### src/rtl/iec_floppy_bridge_if.sv
// iec_floppy_bridge_if: IEC serial bus lines between a talker/controller and the bridge
interface iec_floppy_bridge_if;
    logic ATN_IN, CLK_IN, DATA_IN, SRQ_IN;
    logic CLK_OUT, DATA_OUT, SRQ_OUT;
    modport master (output ATN_IN, CLK_IN, DATA_IN, SRQ_IN, input CLK_OUT, DATA_OUT, SRQ_OUT);
    modport slave (input ATN_IN, CLK_IN, DATA_IN, SRQ_IN, output CLK_OUT, DATA_OUT, SRQ_OUT);
endinterface

### src/rtl/iec_floppy_bridge.sv
// iec_floppy_bridge: IEC listener that decodes LISTEN/UNLISTEN and seeks a Shugart drive head
module iec_floppy_bridge #(
    parameter int CYCLES_PER_US = 50,
    parameter int STEP_PULSE_US = 4,
    parameter int STEP_RATE_US = 3000,
    parameter int MAX_TRACK = 83,
    parameter int EOI_US = 200
) (
    input  logic clk,
    input  logic RESET_IN,
    iec_floppy_bridge_if.slave iec,
    output logic PWR_LED,
    output logic ACTION_LED,
    input  logic DSKCHG, RDATA, WPT, TRK00, INDEX,
    input  logic REDWC_IN,
    output logic REDWC_OUT,
    input  logic SW0, SW1,
    output logic SIDE1, WGATE, WDATE, STEP, DIR, MOTEA, MOTEB, DRVSA, DRVSB
);
    typedef enum logic [2:0] {R_IDLE, R_WAIT, R_READY, R_EOI, R_EOIW, R_BITS, R_ACK} rx_t;
    typedef enum logic [1:0] {S_IDLE, S_SETTLE, S_LOW, S_HIGH} sk_t;
    localparam logic [23:0] T_US1 = 24'(CYCLES_PER_US - 1);
    localparam logic [23:0] T_PULSE1 = 24'(STEP_PULSE_US * CYCLES_PER_US - 1);
    localparam logic [23:0] T_RATE1 = 24'(STEP_RATE_US * CYCLES_PER_US - 1);
    localparam logic [23:0] T_EOI1 = 24'(EOI_US * CYCLES_PER_US - 1);
    localparam logic [23:0] T_EOIACK1 = 24'(60 * CYCLES_PER_US - 1);
    localparam logic [6:0] MAX_T = 7'(MAX_TRACK);
    localparam logic [6:0] RECAL_MAX = 7'(MAX_TRACK + 1);
    logic [1:0] rs_q;
    logic rst_n;
    logic [11:0] s1_q, s_q;
    logic atn_s, clk_s, data_s, trk0, unused_ok;
    rx_t rx_q, rx_d;
    sk_t sk_q, sk_d;
    logic [23:0] rcnt_q, rcnt_d, scnt_q, scnt_d;
    logic [2:0] bit_q, bit_d;
    logic [7:0] sh_q, sh_d;
    logic [6:0] target_q, target_d, track_q, track_d, rc_q, rc_d;
    logic eoi_q, eoi_d, listen_q, listen_d, recal_q, recal_d, dir_q, dir_d;
    logic dout_q, dout_d, atn_q, clkp_q, step_q, mot_q, pwr_q, byte_v;
    // Reset asserts asynchronously and releases on a clock edge
    always_ff @(posedge clk or negedge RESET_IN) begin
        if (!RESET_IN) rs_q <= '0;
        else rs_q <= {rs_q[0], 1'b1};
    end
    assign rst_n = rs_q[1];
    always_ff @(posedge clk) begin
        {s_q, s1_q} <= {s1_q, SW1, SW0, REDWC_IN, INDEX, TRK00, WPT, RDATA, DSKCHG,
                        iec.SRQ_IN, iec.DATA_IN, iec.CLK_IN, iec.ATN_IN};
    end
    assign atn_s = s_q[0];
    assign clk_s = s_q[1];
    assign data_s = s_q[2];
    assign trk0 = ~s_q[7];
    assign unused_ok = ^{s_q[3], s_q[6:4], s_q[8]};
    always_comb begin
        rx_d = rx_q;
        rcnt_d = rcnt_q + 24'd1;
        bit_d = bit_q;
        sh_d = sh_q;
        eoi_d = eoi_q;
        listen_d = listen_q;
        target_d = target_q;
        byte_v = 1'b0;
        case (rx_q)
            R_IDLE: begin
                rcnt_d = '0;
                if (atn_s) rx_d = R_WAIT;
            end
            R_WAIT: begin
                rcnt_d = '0;
                bit_d = '0;
                eoi_d = 1'b0;
                if (!clk_s) rx_d = R_READY;
            end
            R_READY: begin
                if (clk_s) rx_d = R_BITS;
                else if (rcnt_q == T_EOI1) begin
                    rx_d = R_EOI;
                    eoi_d = 1'b1;
                    rcnt_d = '0;
                end
            end
            R_EOI: if (rcnt_q == T_EOIACK1) rx_d = R_EOIW;
            R_EOIW: if (clk_s) rx_d = R_BITS;
            R_BITS: begin
                if (clkp_q && !clk_s) begin
                    sh_d = {~data_s, sh_q[7:1]};
                    bit_d = bit_q + 3'd1;
                    if (bit_q == 3'd7) rx_d = R_ACK;
                end
            end
            R_ACK: begin
                if (clk_s) begin
                    byte_v = 1'b1;
                    rx_d = eoi_q ? R_IDLE : R_WAIT;
                end
            end
            default: rx_d = R_IDLE;
        endcase
        // Under ATN only listen-group commands (0x20..0x3F) change the listener state
        if (byte_v && atn_s && sh_q[7:5] == 3'b001) listen_d = (sh_q == {6'b001010, s_q[11:10]});
        if (byte_v && !atn_s && listen_q) target_d = (sh_q > 8'(MAX_TRACK)) ? MAX_T : sh_q[6:0];
        if (atn_s && !atn_q) rx_d = R_WAIT;
        else if (!atn_s && atn_q) rx_d = listen_d ? R_WAIT : R_IDLE;
        dout_d = rx_d == R_WAIT || rx_d == R_EOI || (rx_d == R_IDLE && (atn_s || listen_d));
    end
    always_comb begin
        sk_d = sk_q;
        scnt_d = scnt_q + 24'd1;
        track_d = track_q;
        dir_d = dir_q;
        recal_d = recal_q;
        rc_d = rc_q;
        case (sk_q)
            S_IDLE: begin
                scnt_d = '0;
                if (recal_q) begin
                    if (trk0 || rc_q == RECAL_MAX) begin
                        recal_d = 1'b0;
                        track_d = '0;
                    end else begin
                        dir_d = 1'b1;
                        sk_d = S_SETTLE;
                    end
                end else if (target_q != track_q) begin
                    dir_d = target_q < track_q;
                    sk_d = S_SETTLE;
                end
            end
            S_SETTLE: begin
                if (scnt_q == T_US1) begin
                    sk_d = S_LOW;
                    scnt_d = '0;
                end
            end
            S_LOW: begin
                if (scnt_q == T_PULSE1) begin
                    sk_d = S_HIGH;
                    if (recal_q) rc_d = rc_q + 7'd1;
                    else track_d = dir_q ? ((track_q == 7'd0) ? 7'd0 : track_q - 7'd1) : track_q + 7'd1;
                end
            end
            default: if (scnt_q == T_RATE1) sk_d = S_IDLE;
        endcase
        // Track 0 sensor wins over the step count when heading outward
        if (dir_q && trk0 && sk_q != S_IDLE) track_d = '0;
    end
    always_ff @(posedge clk or negedge rst_n) begin
        if (!rst_n) begin
            rx_q <= R_IDLE;
            sk_q <= S_IDLE;
            rcnt_q <= '0;
            scnt_q <= '0;
            bit_q <= '0;
            sh_q <= '0;
            target_q <= '0;
            track_q <= '0;
            rc_q <= '0;
            eoi_q <= 1'b0;
            listen_q <= 1'b0;
            recal_q <= 1'b1;
            dir_q <= 1'b1;
            dout_q <= 1'b0;
            atn_q <= 1'b0;
            clkp_q <= 1'b0;
            step_q <= 1'b1;
            mot_q <= 1'b1;
            pwr_q <= 1'b0;
        end else begin
            rx_q <= rx_d;
            sk_q <= sk_d;
            rcnt_q <= rcnt_d;
            scnt_q <= scnt_d;
            bit_q <= bit_d;
            sh_q <= sh_d;
            target_q <= target_d;
            track_q <= track_d;
            rc_q <= rc_d;
            eoi_q <= eoi_d;
            listen_q <= listen_d;
            recal_q <= recal_d;
            dir_q <= dir_d;
            dout_q <= dout_d;
            atn_q <= atn_s;
            clkp_q <= clk_s;
            step_q <= sk_d != S_LOW;
            mot_q <= !(listen_d || recal_d || sk_d != S_IDLE || target_d != track_d);
            pwr_q <= 1'b1;
        end
    end
    assign iec.CLK_OUT = 1'b0;
    assign iec.SRQ_OUT = 1'b0;
    assign iec.DATA_OUT = dout_q;
    assign PWR_LED = pwr_q;
    assign ACTION_LED = ~mot_q;
    assign REDWC_OUT = s_q[9];
    assign SIDE1 = 1'b1;
    assign WGATE = 1'b1;
    assign WDATE = 1'b1;
    assign STEP = step_q;
    assign DIR = dir_q;
    assign MOTEA = mot_q;
    assign DRVSA = mot_q;
    assign MOTEB = 1'b1;
    assign DRVSB = 1'b1;
endmodule

### src/flat_wrapper.sv
// flat-port wrapper written by rule: the top's interface ports become plain ports
module iec_floppy_bridge_flat 
#(
    parameter int CYCLES_PER_US = 50,
    parameter int STEP_PULSE_US = 4,
    parameter int STEP_RATE_US = 3000,
    parameter int MAX_TRACK = 83,
    parameter int EOI_US = 200
)
  (clk, RESET_IN, PWR_LED, ACTION_LED, DSKCHG, RDATA, WPT, TRK00, INDEX, REDWC_IN, REDWC_OUT, SW0, SW1, SIDE1, WGATE, WDATE, STEP, DIR, MOTEA, MOTEB, DRVSA, DRVSB, iec_ATN_IN, iec_CLK_IN, iec_DATA_IN, iec_SRQ_IN, iec_CLK_OUT, iec_DATA_OUT, iec_SRQ_OUT);
  iec_floppy_bridge_if iec_i ();
  input  logic clk;
  input  logic RESET_IN;
  output logic PWR_LED;
  output logic ACTION_LED;
  input  logic DSKCHG;
  input  logic RDATA;
  input  logic WPT;
  input  logic TRK00;
  input  logic INDEX;
  input  logic REDWC_IN;
  output logic REDWC_OUT;
  input  logic SW0;
  input  logic SW1;
  output logic SIDE1;
  output logic WGATE;
  output logic WDATE;
  output logic STEP;
  output logic DIR;
  output logic MOTEA;
  output logic MOTEB;
  output logic DRVSA;
  output logic DRVSB;
  input wire logic [$bits(iec_i.ATN_IN)-1:0] iec_ATN_IN;
  input wire logic [$bits(iec_i.CLK_IN)-1:0] iec_CLK_IN;
  input wire logic [$bits(iec_i.DATA_IN)-1:0] iec_DATA_IN;
  input wire logic [$bits(iec_i.SRQ_IN)-1:0] iec_SRQ_IN;
  output wire logic [$bits(iec_i.CLK_OUT)-1:0] iec_CLK_OUT;
  output wire logic [$bits(iec_i.DATA_OUT)-1:0] iec_DATA_OUT;
  output wire logic [$bits(iec_i.SRQ_OUT)-1:0] iec_SRQ_OUT;
  assign iec_i.ATN_IN = iec_ATN_IN;
  assign iec_i.CLK_IN = iec_CLK_IN;
  assign iec_i.DATA_IN = iec_DATA_IN;
  assign iec_i.SRQ_IN = iec_SRQ_IN;
  assign iec_CLK_OUT = iec_i.CLK_OUT;
  assign iec_DATA_OUT = iec_i.DATA_OUT;
  assign iec_SRQ_OUT = iec_i.SRQ_OUT;
  iec_floppy_bridge #(.CYCLES_PER_US(CYCLES_PER_US), .STEP_PULSE_US(STEP_PULSE_US), .STEP_RATE_US(STEP_RATE_US), .MAX_TRACK(MAX_TRACK), .EOI_US(EOI_US)) u_core (.clk(clk), .RESET_IN(RESET_IN), .iec(iec_i), .PWR_LED(PWR_LED), .ACTION_LED(ACTION_LED), .DSKCHG(DSKCHG), .RDATA(RDATA), .WPT(WPT), .TRK00(TRK00), .INDEX(INDEX), .REDWC_IN(REDWC_IN), .REDWC_OUT(REDWC_OUT), .SW0(SW0), .SW1(SW1), .SIDE1(SIDE1), .WGATE(WGATE), .WDATE(WDATE), .STEP(STEP), .DIR(DIR), .MOTEA(MOTEA), .MOTEB(MOTEB), .DRVSA(DRVSA), .DRVSB(DRVSB));
endmodule
### config.mk
export PLATFORM = sky130hd
export DESIGN_NAME = iec_floppy_bridge_flat
export DESIGN_NICKNAME = d
export VERILOG_FILES = /design/src/rtl/iec_floppy_bridge_if.sv /design/src/rtl/iec_floppy_bridge.sv /design/src/flat_wrapper.sv
export SDC_FILE = /design/constraint.sdc
export NUM_CORES = 1
export LEC_CHECK = 0
export BUFFER_PORTS_ARGS = -buffer_cell sky130_fd_sc_hd__buf_2
export CAP_MARGIN = 20
export CORE_UTILIZATION = 61
export DETAILED_ROUTE_END_ITERATION = 10
export HOLD_SLACK_MARGIN = 0.03
export PLACE_DENSITY = 0.87
export SLEW_MARGIN = 0
export SYNTH_ARGS = -nofsm -noshare
export SYNTH_HDL_FRONTEND = slang
export SYNTH_SLANG_ARGS = --single-unit
### constraint.sdc
create_clock -name clk -period 3.6 [get_ports clk]
set_input_delay 0.18 -clock clk [delete_from_list [all_inputs] [get_ports clk]]
set_output_delay 0.18 -clock clk [all_outputs]
set_load 0.05 [all_outputs]
* After elaboration in Yosys (flattened, before gate mapping)
Cells that the tools add are included.
Word-level totals: register bits 121, bits of input ports 14
Operators by class: magnitude comparators 2, multiplexer cells 50, add/subtract/negate cells 6, bitwise gates (word level) 3, eq/ne operators 26, reductions and logical operators 36
Operators by type and width (number):
- case mux 24 bit (2 select lines) | 2
- 2-to-1 mux 24 bit | 3
- 2-to-1 mux 7 bit | 9
- adder 24 x 1 -> 24 bit (second input constant) | 2
- 2-to-1 mux 3 bit | 12
- == test 24 x 12 -> 1 bit (second input constant) | 1
- == test 24 x 14 -> 1 bit (second input constant) | 1
- == test 24 x 18 -> 1 bit (second input constant) | 1
- == test 24 x 6 -> 1 bit (second input constant) | 1
- == test 24 x 8 -> 1 bit (second input constant) | 1
- case mux 3 bit (7 select lines) | 1
- adder 7 x 1 -> 7 bit (second input constant) | 2
- != test 7 bit | 2
- case mux 7 bit (2 select lines) | 1
- 2-to-1 mux 1 bit | 13
- == test 3 bit (second input constant) | 4
- 2-to-1 mux 2 bit | 6
- logical AND 1 bit | 10
- nonzero test 2 bit | 5
- == test 3 x 1 -> 1 bit (second input constant) | 3
- == test 3 x 2 -> 1 bit (second input constant) | 3
- AND reduction 3 bit | 3
- == test 8 x 6 -> 1 bit | 1
- greater-than comparator 8 x 7 -> 1 bit (second input constant) | 1
- 19 further kinds | 35

* Depth between registers and ports, before layout
Gate-level depths: netlist of the first run.
depth in word-level cells 11, depth in mapped cells 10, mapped depth without buffers 10

* Worst setup path before layout of the first run
OpenSTA, ideal clock, no wires.
path kind register to register, start reg u_core.scnt_q[14], end reg u_core.mot_q (netlist: u_core.DRVSA), data arrival time 2511 ps, slack 999 ps, buffers on the path 0, required time 3510 ps, period minus slack after synthesis 2601 ps, stages on the path, launching flop included 8, cell sequence dfrtp_1 > or4_4 > or4_4 > nor4_1 > a21oi_1 > xnor2_1 > a221o_1 > nor4_2
Between the ends: longest elaborated chain between the ends 7, elaborated cells between the ends (all ways) 15, those cells by class 4 x eq/ne; 7 x mux; 4 x reduce/logical
Ends and longest elaborated chain:
- from (decl) | line iec_floppy_bridge.sv:35 | logic [23:0] rcnt_q, rcnt_d, scnt_q, scnt_d;
- from (signal assigned) | line iec_floppy_bridge.sv:174 | scnt_q <= scnt_d;
- == test 24 x 8 -> 1 bit (tied with other cells) | line iec_floppy_bridge.sv:138 | if (scnt_q == T_PULSE1) begin
- 2-to-1 mux 7 bit (tied with other cells) | line iec_floppy_bridge.sv:138
- case mux 7 bit (2 select lines) / case mux 2 bit (3 select lines) (equally long branches) | line iec_floppy_bridge.sv:115 | case (sk_q)
- 2-to-1 mux 7 bit / nonzero test 2 bit (equally long branches) | line iec_floppy_bridge.sv:147, iec_floppy_bridge.sv:188
- != test 7 bit / logical OR 1 bit (equally long branches) | line iec_floppy_bridge.sv:188 | mot_q <= !(listen_d || recal_d || sk_d != S_IDLE || target_d != track_d);
- logical OR 1 bit * | line iec_floppy_bridge.sv:188
- logical NOT 1 bit * | line iec_floppy_bridge.sv:188
- to (signal assigned) | line iec_floppy_bridge.sv:188
- to (decl) | line iec_floppy_bridge.sv:40 | logic dout_q, dout_d, atn_q, clkp_q, step_q, mot_q, pwr_q, byte_v;
Every way passes the cells marked *; elsewhere a longest branch is shown, timed or not. A chain may end at the register's enable or synchronous reset.

* Worst setup path after layout of the first run
Same ends and word-level chain as after synthesis.

==> summary.md, run 1 <==
| Metric | Value |
|---|---|
| Status | `finished with violations` |
| Total GRT Usage | `24.5%` |
| Clk_skew | `0.0133 ns` |
| FILL cells | `650` |
| Ports | `29` |
| Avg Cell Area, Syn | `9.87 µm²` |
| Synth cell types | `69` |
| Initial DRC count | `165` |
| Mapped Cells | `566` |
| Critical path class | `register to register` |
| Port-buffer cells | `16` |
| Critical Path Fanout Max | `5` |
| Seq/Total Area, Yosys | `48.6%` |
| Die X | `97.7 µm` |
| Total negative setup slack | `0 ns` |
| Post-synthesis simple-gate area fraction | `22.4%` |
| Count of final setup violators | `0` |
| Leakage | `0.00255 µW` |
| Multiplexer share of the synthesized area | `2.17%` |
| Critical Path Sink Type | `register` |
| CTS tree | `built` |
| Vias | `4199` |
| Synthesized cell area | `0.00559 mm²` |
| Largest net degree at the start of global routing | `74` |
| Die Ht | `97.7 µm` |
| Initial DRT Pass Iterations | `8` |
| First-pass GRT wire length | `18.8 mm` |
| Post-Synth Adder-Cell Area | `3.81%` |
| Nets | `622` |
| FF+latch count, synth | `111` |
| EDFF count, synth | `0` |
| Worst-path clk slew | `0.10 ns` |
| H-tree levels | `3` |
| CTS Sinks | `111` |
| Failing checks | `DRC` |
| Yosys top cell by area | `dfrtp_1` |
| Post-synthesis xor/xnor area fraction | `8.47%` |
| Highest Clock Rate | `343 MHz` |
| Initial core utilization | `63.4%` |
| RSZ-0062 raised after global routing | `false` |
| ANT cells | `0` |
| ANT nets after route | `0` |
| Post-synthesis async set-or-reset flop share | `87.4%` |
| Synth Area in Compound Gates | `10.1%` |
| Vias per Instance | `5.96` |
| Final Wtd Congestion | `0.879` |
| Pwr/cell area | `353 mW/mm²` |
| Vias in the first global route | `4188` |
| Most numerous cell in the Yosys netlist | `dfrtp_1` |
| R2R Setup Slk | `0.69 ns` |
| Area grow syn2layout | `6.94%` |
| Worst skew pair latency | `0.40 ns` |
| Post-DP HPWL | `7.63 mm` |
| Finished Layout Cells | `704` |
| Hold slack | `0.0840 ns` |
| # DRC | `6` |
| Crit path DAT | `3.22 ns` |
| Startpoint type of the worst setup path | `register` |
| Min Tclk post-route | `2.91 ns` |
| GRT Residual Overflow | `0` |
| Root buf cell | `clkbuf_8` |
| Initial antenna violation count | `0` |
| Most used DFF post-synth | `dfrtp_1` |
| Max VDD drop | `210 µV` |
| Fraction of layout cells with a size suffix above 1 | `11.2%` |
| Fin. max-slew vios | `0` |
| Final hold violations | `0` |
| Max-Slew Margin vs Limit | `40.7%` |
| Worst R2R Path Depth | `7` |
| TritonCTS Buffers | `9` |
| Die ar. | `0.00955 mm²` |
| # placed instances | `680` |
| Synth top area cells | `dfrtp_1, nor2_1, dfxtp_1` |
| Top cell type's share of synthesized area | `41.7%` |
| Max-Cap Viols | `0` |
| Main combinational cell family by area after synthesis | `simple AND/OR/NAND/NOR gates` |
| CP Data Required Time | `3.90 ns` |
| Core ar. | `0.00881 mm²` |
| PostCTS Resize Cnt | `0` |
| Clock tree buffer depth | `2` |
| Fin crit share | `80.9%` |
| Post-synth top cells | `dfrtp_1, nor2_1, xnor2_1` |
| Yosys warns | `0` |
| Final WL | `10.7 mm` |
| Hold Path Class | `input pin to async pin` |
| FP Rows | `34` |
| DR WL/cell | `15.2 µm` |
| Worst Tran Pin Value | `0.890 ns` |
-- stage by stage --
| stage | power, µW | setup slack, ns | area, µm² | util (%) |
|---|---|---|---|---|
| global placement | 1420 | 0.857 | 5710 | 64.9 |
| global route | 2180 | 0.492 | 5970 | 67.8 |
| floorplan | 1400 | 0.705 | 5610 | - |
| CTS | 2120 | 0.692 | 5970 | 67.8 |
| detailed placement | 1420 | 0.742 | 5710 | 64.9 |
| finish | 2110 | 0.688 | 5970 | 67.8 |
-- sequential cells by signal (all words and copies together) (netlist names), 2 cells and up --
name             count
u_core.rcnt_q       24
u_core.s_q           7
u_core.scnt_q       24
u_core.rs_q          2
u_core.rc_q          7
u_core.sk_q          2
u_core.target_q      7
u_core.sh_q          8
u_core.s1_q          7
u_core.bit_q         3
u_core.track_q       7
u_core.rx_q          3
-- cells by family after synthesis --
group / Yosys count
compound gates: 87
xor+xnor: 54
fa+ha+maj: 17
buf+inv: 48
flops: 111
mux: 11
other cells: 2
simple gates: 236
-- routing by layer --
layer  GRT usage [%]  vias up  share of wire (%)
li1                -     2027                  -
met1            30.6     2041                 44
met2            42.1      108                 50
met3            4.96       23                4.4
met4            9.09        0                1.8
met5               0        -                  0
-- cell usage in the layout (no fill, tap or decap), types with 5 or more instances in the layout --
cell type,n
nor4_1,11
a21oi_1,22
or3_1,6
nor2_1,76
buf_2,16
dfrtp_1,92
mux2_2,9
nand4_1,14
nand2b_1,9
ha_1,17
o21ai_0,24
nand2_1,30
xor2_1,23
nor3_1,11
and3_1,6
dlygate4sd3_1,8
dfxtp_1,14
clkbuf_8,9
xnor2_1,31
inv_1,27
conb_1,9
nand3_1,29
nor2b_1,8
o21a_1,5
-- worst max-delay path: stages (launching register included) --
cell and delay [ns]:
dfrtp_1 0.45, or4_4 0.58, nor4_1 0.55, nand2_1 0.24
a21oi_1 0.30, xnor2_1 0.10, a221o_1 0.36, nor4_2 0.24
-- worst paths after layout --
| check | start | end |
|---|---|---|
| min in group clk | u_core.s1_q[2]$_DFF_P_ | u_core.s_q[2]$_DFF_P_ |
| hold / removal | RESET_IN | u_core.rs_q[1]$_DFF_PN0_ |
| max in group asynchronous | u_core.rs_q[1]$_DFF_PN0_ | u_core.clkp_q$_DFF_PN0_ |
| setup reg to reg | u_core.scnt_q[14]$_DFF_PN0_ | u_core.DRVSA$_DFF_PN1_ |
| setup / recovery | u_core.scnt_q[14]$_DFF_PN0_ | u_core.DRVSA$_DFF_PN1_ |
| hold reg to reg | u_core.s1_q[2]$_DFF_P_ | u_core.s_q[2]$_DFF_P_ |
-- layout make-up --
class                           instances  area (µm²)  share of cell area (%)
Inverter                               27         101                    1.70
Clock inverter                          6        52.6                   0.880
Clock buffer                           10         128                    2.14
Timing Repair Buffer                   28         190                    3.18
Tap cell                              108         135                    2.26
Multi-Input combinational cell        414        2650                    44.4
Sequential cell                       111        2720                    45.5
-- power breakdown --
part	total, µW	switching, µW	internal [µW]
clock	706	442	264
combinational	105	71.5	33.4
sequential	1300	32.0	1260
-- repair_timing --
action | CTS | global route
setup endpoints to repair | 0 | 0
hold endpoints to repair | 9 | 0
setup buffers | 0 | 0
hold buffers | 8 | 0
Power figures use the tool's default switching activity.
==> run 2: changes to the inputs <==
==> constraint.sdc (replaced) <==
create_clock -name clk -period 3.02 [get_ports clk]
set_input_delay 0.151 -clock clk [delete_from_list [all_inputs] [get_ports clk]]
set_output_delay 0.151 -clock clk [all_outputs]
set_load 0.05 [all_outputs]
==> summary.md, run 2 (synthesis results as in run 1) <==
| Metric | Value |
|---|---|
| Status | `finished with violations` |
| Failing checks | `DRC` |
| Worst-path clk slew | `0.10 ns (about the same)` |
| Area grow syn2layout | `7.50%` |
| CP most frequent cell | `or4_4` |
| Die X | `97.7 µm (unchanged)` |
| Critical Path Max Stage Delay | `0.60 ns (+0.02 ns)` |
| Reg area | `0.00272 mm² (unchanged)` |
| Core ar. | `0.00881 mm² (unchanged)` |
| Leakage | `0.00257 µW (+0.76%)` |
| GRT Residual Overflow | `0 (unchanged)` |
| Setup repair bufs after CTS | `0 (unchanged)` |
| Final WL | `10.8 mm (+0.82%)` |
| Initial DRC count | `254 (+54%)` |
| Sw Ratio | `24.8% (-1.0 points)` |
| Final Wtd Congestion | `0.859 (-2.3%)` |
| Net Sw Power | `620 µW (+14%)` |
| Most common cell after layout, fill and taps aside | `dfrtp_1` |
| First-pass GRT wire length | `18.8 mm (unchanged)` |
| Count of final setup violators | `0 (unchanged)` |
| Clock tree buffer depth | `2 (unchanged)` |
| CP Data Required Time | `3.31 ns (-0.59 ns)` |
| FILL cells | `629 (-3.2%)` |
| H-tree levels | `3 (unchanged)` |
| Initial DRT Pass Iterations | `10 (+2)` |
| Total GRT Usage | `24.2% (-0.29 points)` |
| Die ar. | `0.00955 mm² (unchanged)` |
| FP Rows | `34 (unchanged)` |
| Vias per Instance | `5.97 (about the same)` |
| CTS Sinks | `111 (unchanged)` |
| Critical Path Sink Type | `register` |
| Post-DP HPWL | `7.42 mm (-2.7%)` |
| RSZ-0062 raised after global routing | `false` |
| Final hold violations | `0 (unchanged)` |
| Max-Cap Viols | `0 (unchanged)` |
| Total negative setup slack | `0 ns (unchanged)` |
| Total power | `2490 µW (+18%)` |
| CP max-delay cell | `or4_4` |
| Clk_skew | `0.0114 ns (-0.00192 ns)` |
| CP cell instances | `or4_4 -> or4_4 -> nor4_1 -> a21oi_1 -> xnor2_1 -> a221o_1 -> nor4_2` |
| Root buf cell | `clkbuf_8` |
| Commonest cells after routing, fill and taps aside | `dfrtp_1, nor2_1, xnor2_1` |
| Fraction of layout cells with a size suffix above 1 | `11.9% (+0.65 points)` |
| Fin crit share | `94.7% (+14 points)` |
| CP top delay family | `simple AND/OR/NAND/NOR gates` |
| Worst Tran Pin Value | `0.764 ns (-0.125 ns)` |
| CP bufs+invs | `0 (unchanged)` |
| Port-buffer cells | `16 (unchanged)` |
| Combinational power share | `5.5% (+0.5 points)` |
| Startpoint type of the worst setup path | `register` |
| P_int | `1880 µW (+20%)` |
| Crit path DAT | `3.15 ns (-0.07 ns)` |
| Min Tclk post-route | `2.86 ns (-0.0514 ns)` |
| ANT nets after route | `0 (unchanged)` |
| Vias in the first global route | `4200 (+0.29%)` |
| # DRC | `6 (unchanged)` |
| Vias | `4206 (+0.17%)` |
| Critical path class | `register to register` |
| DR WL/cell | `15.3 µm (+0.68%)` |
| Clock power share | `32.8% (-0.7 points)` |
| Largest net degree at the start of global routing | `64 (-14%)` |
| Pwr/cell area | `415 mW/mm² (+18%)` |
| Sequential share of power | `61.7% (+0.2 points)` |
| CTS tree | `built` |
| Initial core utilization | `63.4% (unchanged)` |
| TritonCTS Buffers | `9 (unchanged)` |
| Highest Clock Rate | `350 MHz (+1.8%)` |
| Largest registers | `u_core.rcnt_q (24), u_core.scnt_q (24), u_core.sh_q (8)` |
| Hold Path Class | `input pin to async pin` |
| Ports | `29 (unchanged)` |
| Worst skew pair latency | `0.38 ns (-0.02 ns)` |
| Initial antenna violation count | `0 (unchanged)` |
| Max VDD drop | `239 µV (+14%)` |
| Critical Path Fanout Max | `5 (unchanged)` |
| Nets | `623 (+0.16%)` |
| Area of the multi-input gates | `0.00266 mm² (+0.47%)` |
| Max-Slew Margin vs Limit | `48.4% (+7.7 points)` |
| ANT cells | `0 (unchanged)` |
| Die Ht | `97.7 µm (unchanged)` |
| Fin. max-slew vios | `0 (unchanged)` |
## run 2: per-layer routing
layer / vias to the layer above / wire, µm / GRT usage (%) / part of all wire, %
li1: 2019 / - / - / -
met1: 2040 / 4800 / 31.2 / 44
met2: 125 / 5370 / 41.0 / 50
met3: 22 / 447 / 5.47 / 4.1
met4: 0 / 178 / 7.11 / 1.6
met5: - / 0 / 0 / 0
## run 2: repair_timing
action | CTS | global route
endpoints found under the setup margin | 0 | 1
gates resized for setup | 0 | 2
hold buffers | 8 | 0
hold endpoints to repair | 9 | 0
## run 2: worst paths after layout
| kind | endpoint | slack (ns) | startpoint | cells after the start |
|---|---|---|---|---|
| worst max-delay path | u_core.DRVSA$_DFF_PN1_ | 0.16 | u_core.scnt_q[14]$_DFF_PN0_ | 7 |
| worst min-delay path | u_core.rs_q[1]$_DFF_PN0_ | 0.09 | RESET_IN | 2 |
| worst max register to register | u_core.DRVSA$_DFF_PN1_ | 0.16 | u_core.scnt_q[14]$_DFF_PN0_ | 7 |
| worst min register to register | u_core.rcnt_q[19]$_DFF_PN0_ | 0.27 | u_core.rs_q[1]$_DFF_PN0_ | 0 |
| max in group asynchronous | u_core.DRVSA$_DFF_PN1_ | 2.02 | u_core.rs_q[1]$_DFF_PN0_ | 1 |
| min in group clk | u_core.s_q[9]$_DFF_P_ | 0.33 | u_core.s1_q[9]$_DFF_P_ | 0 |
## run 2: final cells by class
type                       count  share of cell area (%)
multi-input combinational    414                    44.4
timing repair buffer          29                    3.50
clock buffer                  10                    2.29
sequential                   111                    45.2
clock inverter                 6                   0.688
tap                          108                    2.25
inverter                      27                    1.69
## run 2: power groups by stage
stage	logic [µW]	registers (µW)	clock network, µW
floorplan	81.4	1580	0
global placement	125	1570	0
detailed placement	130	1570	0
CTS	138	1540	838
global route	151	1540	898
finish	138	1540	819
## run 2: stage by stage
stage          util [%]  cell area, µm²  hold slack [ns]  worst slack [ns]  std cells
2_1_floorplan         -            5610           -0.145             0.125        573
3_3_place_gp       65.1            5730          -0.0629             0.294        681
3_5_place_dp       65.1            5730          -0.0599             0.261        681
4_1_cts            68.1            5990           0.0632             0.198        705
5_1_grt            68.2            6010           0.0676            0.0207        705
6_report           68.2            6010           0.0885             0.160        705
==> run 3: changes to the inputs <==
--- a/config.mk
+++ b/config.mk
@@ -11,6 +11,7 @@
 export DETAILED_ROUTE_END_ITERATION = 10
 export HOLD_SLACK_MARGIN = 0.03
 export PLACE_DENSITY = 0.87
+export SKIP_CTS_REPAIR_TIMING = 1
 export SLEW_MARGIN = 0
 export SYNTH_ARGS = -nofsm -noshare
 export SYNTH_HDL_FRONTEND = slang
==> constraint.sdc (replaced) <==
create_clock -name clk -period 3.01 [get_ports clk]
set_input_delay 0.1505 -clock clk [delete_from_list [all_inputs] [get_ports clk]]
set_output_delay 0.1505 -clock clk [all_outputs]
set_load 0.05 [all_outputs]
==> summary.md, run 3 (synthesis results as in run 1) <==
| Metric | Value |
|---|---|
| Status | `finished with violations` |
| Failing checks | `DRC` |
| Placement Cell Area | `0.00574 mm² (about the same)` |
| CTS Sinks | `111 (unchanged)` |
| Critical Path Max Stage Delay | `0.58 ns (-0.02 ns)` |
| Min Tclk post-route | `2.81 ns (-0.0496 ns)` |
| Worst skew pair latency | `0.38 ns (about the same)` |
| Root buf cell | `clkbuf_8` |
| Vias | `4220 (+0.33%)` |
| TritonCTS Buffers | `9 (unchanged)` |
| Max-Slew Margin vs Limit | `42.0% (-6.4 points)` |
| Clk_skew | `0.0108 ns (-0.000614 ns)` |
| Die Ht | `97.7 µm (unchanged)` |
| Core ar. | `0.00881 mm² (unchanged)` |
| Startpoint type of the worst setup path | `register` |
| CP Data Required Time | `3.32 ns (about the same)` |
| Largest registers | `u_core.rcnt_q (24), u_core.scnt_q (24), u_core.sh_q (8)` |
| Max VDD drop | `255 µV (+6.8%)` |
| Hold slack | `0.0749 ns (-0.0136 ns)` |
| Vias in the first global route | `4098 (-2.4%)` |
| First-pass GRT wire length | `18.9 mm (+0.66%)` |
| H-tree levels | `3 (unchanged)` |
| Die ar. | `0.00955 mm² (unchanged)` |
| Highest Clock Rate | `356 MHz (+1.8%)` |
| Fin area | `0.00601 mm² (about the same)` |
| Initial DRC count | `272 (+7.1%)` |
| Worst Tran Pin Value | `0.859 ns (+0.0952 ns)` |
| Initial core utilization | `63.4% (unchanged)` |
| FP Rows | `34 (unchanged)` |
| Worst R2R Path Depth | `7 (unchanged)` |
| CTS tree | `built` |
| CP cell instances | `or4_4 -> or4_4 -> nor2_1 -> o211ai_1 -> or3_2 -> o211ai_1 -> nor4_2` |
| Vias per Instance | `5.97 (about the same)` |
| Final Wtd Congestion | `0.866 (+0.84%)` |
| Clock tree buffer depth | `2 (unchanged)` |
| Critical path class | `register to register` |
| Critical Path Sink Type | `register` |
| Fin crit share | `93.4% (-1.3 points)` |
| Pwr/cell area | `420 mW/mm² (+1.0%)` |
| # DRC | `6 (unchanged)` |
| Fin. max-slew vios | `0 (unchanged)` |
| Post-DP HPWL | `7.76 mm (+4.5%)` |
| Final hold violations | `0 (unchanged)` |
| Initial DRT Pass Iterations | `8 (-2)` |
| CP max-delay cell | `or4_4` |
| Area grow syn2layout | `7.53% (about the same)` |
| Total GRT Usage | `24.3% (+0.15 points)` |
| Total negative setup slack | `0 ns (unchanged)` |
| Die X | `97.7 µm (unchanged)` |
| Worst-path clk slew | `0.10 ns (about the same)` |
| Hold Path Class | `input pin to async pin` |
| GRT Residual Overflow | `0 (unchanged)` |
| Count of final setup violators | `0 (unchanged)` |
| Max-Cap Viols | `0 (unchanged)` |
| FILL cells | `611 (-2.9%)` |
| Critical Path Fanout Max | `5 (unchanged)` |
| Final core utilization | `68.2% (about the same)` |
| Most common cell after layout, fill and taps aside | `dfrtp_1` |
| Port-buffer cells | `16 (unchanged)` |
| RSZ-0062 raised after global routing | `false` |
| Leakage | `0.00257 µW (+0.16%)` |
| ANT cells | `0 (unchanged)` |
| ANT nets after route | `0 (unchanged)` |
| Final WL | `11.0 mm (+2.1%)` |
| Commonest cells after routing, fill and taps aside | `dfrtp_1, nor2_1, xnor2_1` |
| Crit path DAT | `3.12 ns (-0.03 ns)` |
| Ports | `29 (unchanged)` |
| Initial antenna violation count | `0 (unchanged)` |
| Largest net degree at the start of global routing | `45 (-30%)` |
| DR WL/cell | `15.6 µm (+1.8%)` |
| Fraction of layout cells with a size suffix above 1 | `11.9% (-0.040 points)` |
| Nets | `625 (+0.32%)` |
run 3: changes by cell type in the layout (fill, tap and decap cells not counted), sizes merged:
cell    delta
buf        +2
clkbuf     +1
inv        -1
run 3: final cells by class:
| type | instances | area, µm² | share of cell area [%] |
|---|---|---|---|
| clock buffers | 11 | 141 | 2.35 |
| flip-flops and latches | 111 | 2720 | 45.2 |
| well taps | 108 | 135 | 2.25 |
| multi-input cells | 414 | 2660 | 44.2 |
| clock inverters | 5 | 42.5 | 0.708 |
| repair buffers | 31 | 213 | 3.54 |
| inverters | 27 | 101 | 1.69 |
run 3: stage by stage:
step | worst slack [ns] | power, µW | instances
3_5_place_dp | 0.192 | 1700 | 683
5_1_grt | 0.00768 | 2610 | 707
4_1_cts | 0.163 | 2530 | 699
6_report | 0.199 | 2520 | 707
2_1_floorplan | 0.115 | 1670 | 573
3_3_place_gp | 0.277 | 1700 | 683
run 3: worst max-delay path, delay by kind of cell, from the launching register on:
| kind | cells | cell delay [ns] |
|---|---|---|
| simple gates | 5 | 1.99 |
| compound gates | 2 | 0.32 |
| flops | 1 | 0.44 |
run 3: power breakdown:
| part | switching [µW] | total [µW] | internal [µW] | leakage, µW |
|---|---|---|---|---|
| clock network | 507 | 840 | 333 | 0.0000954 |
| registers | 33.5 | 1550 | 1510 | 0.00144 |
| logic | 93.8 | 134 | 40.6 | 0.00104 |
| total | 634 | 2520 | 1890 | 0.00257 |
run 3: path summary, 6_finish.rpt:
kind,start,end,slack (ns)
worst max-delay path,u_core.scnt_q[14]$_DFF_PN0_,u_core.DRVSA$_DFF_PN1_,0.20
max in group asynchronous,u_core.rs_q[1]$_DFF_PN0_,u_core.scnt_q[13]$_DFF_PN0_,1.93
worst max register to register,u_core.scnt_q[14]$_DFF_PN0_,u_core.DRVSA$_DFF_PN1_,0.20
worst min register to register,u_core.rs_q[1]$_DFF_PN0_,u_core.scnt_q[2]$_DFF_PN0_,0.33
min in group clk,u_core.s1_q[0]$_DFF_P_,u_core.s_q[0]$_DFF_P_,0.34
worst min-delay path,RESET_IN,u_core.rs_q[1]$_DFF_PN0_,0.07
run 3: layer usage:
layer	part of all wire (%)	track usage (%)	up-vias	wire length [µm]
met5	0	0	-	0
met4	1.4	7.58	0	157
met3	4.6	4.39	15	509
met2	51	42.7	132	5640
met1	43	30.6	2052	4710
li1	-	-	2021	-
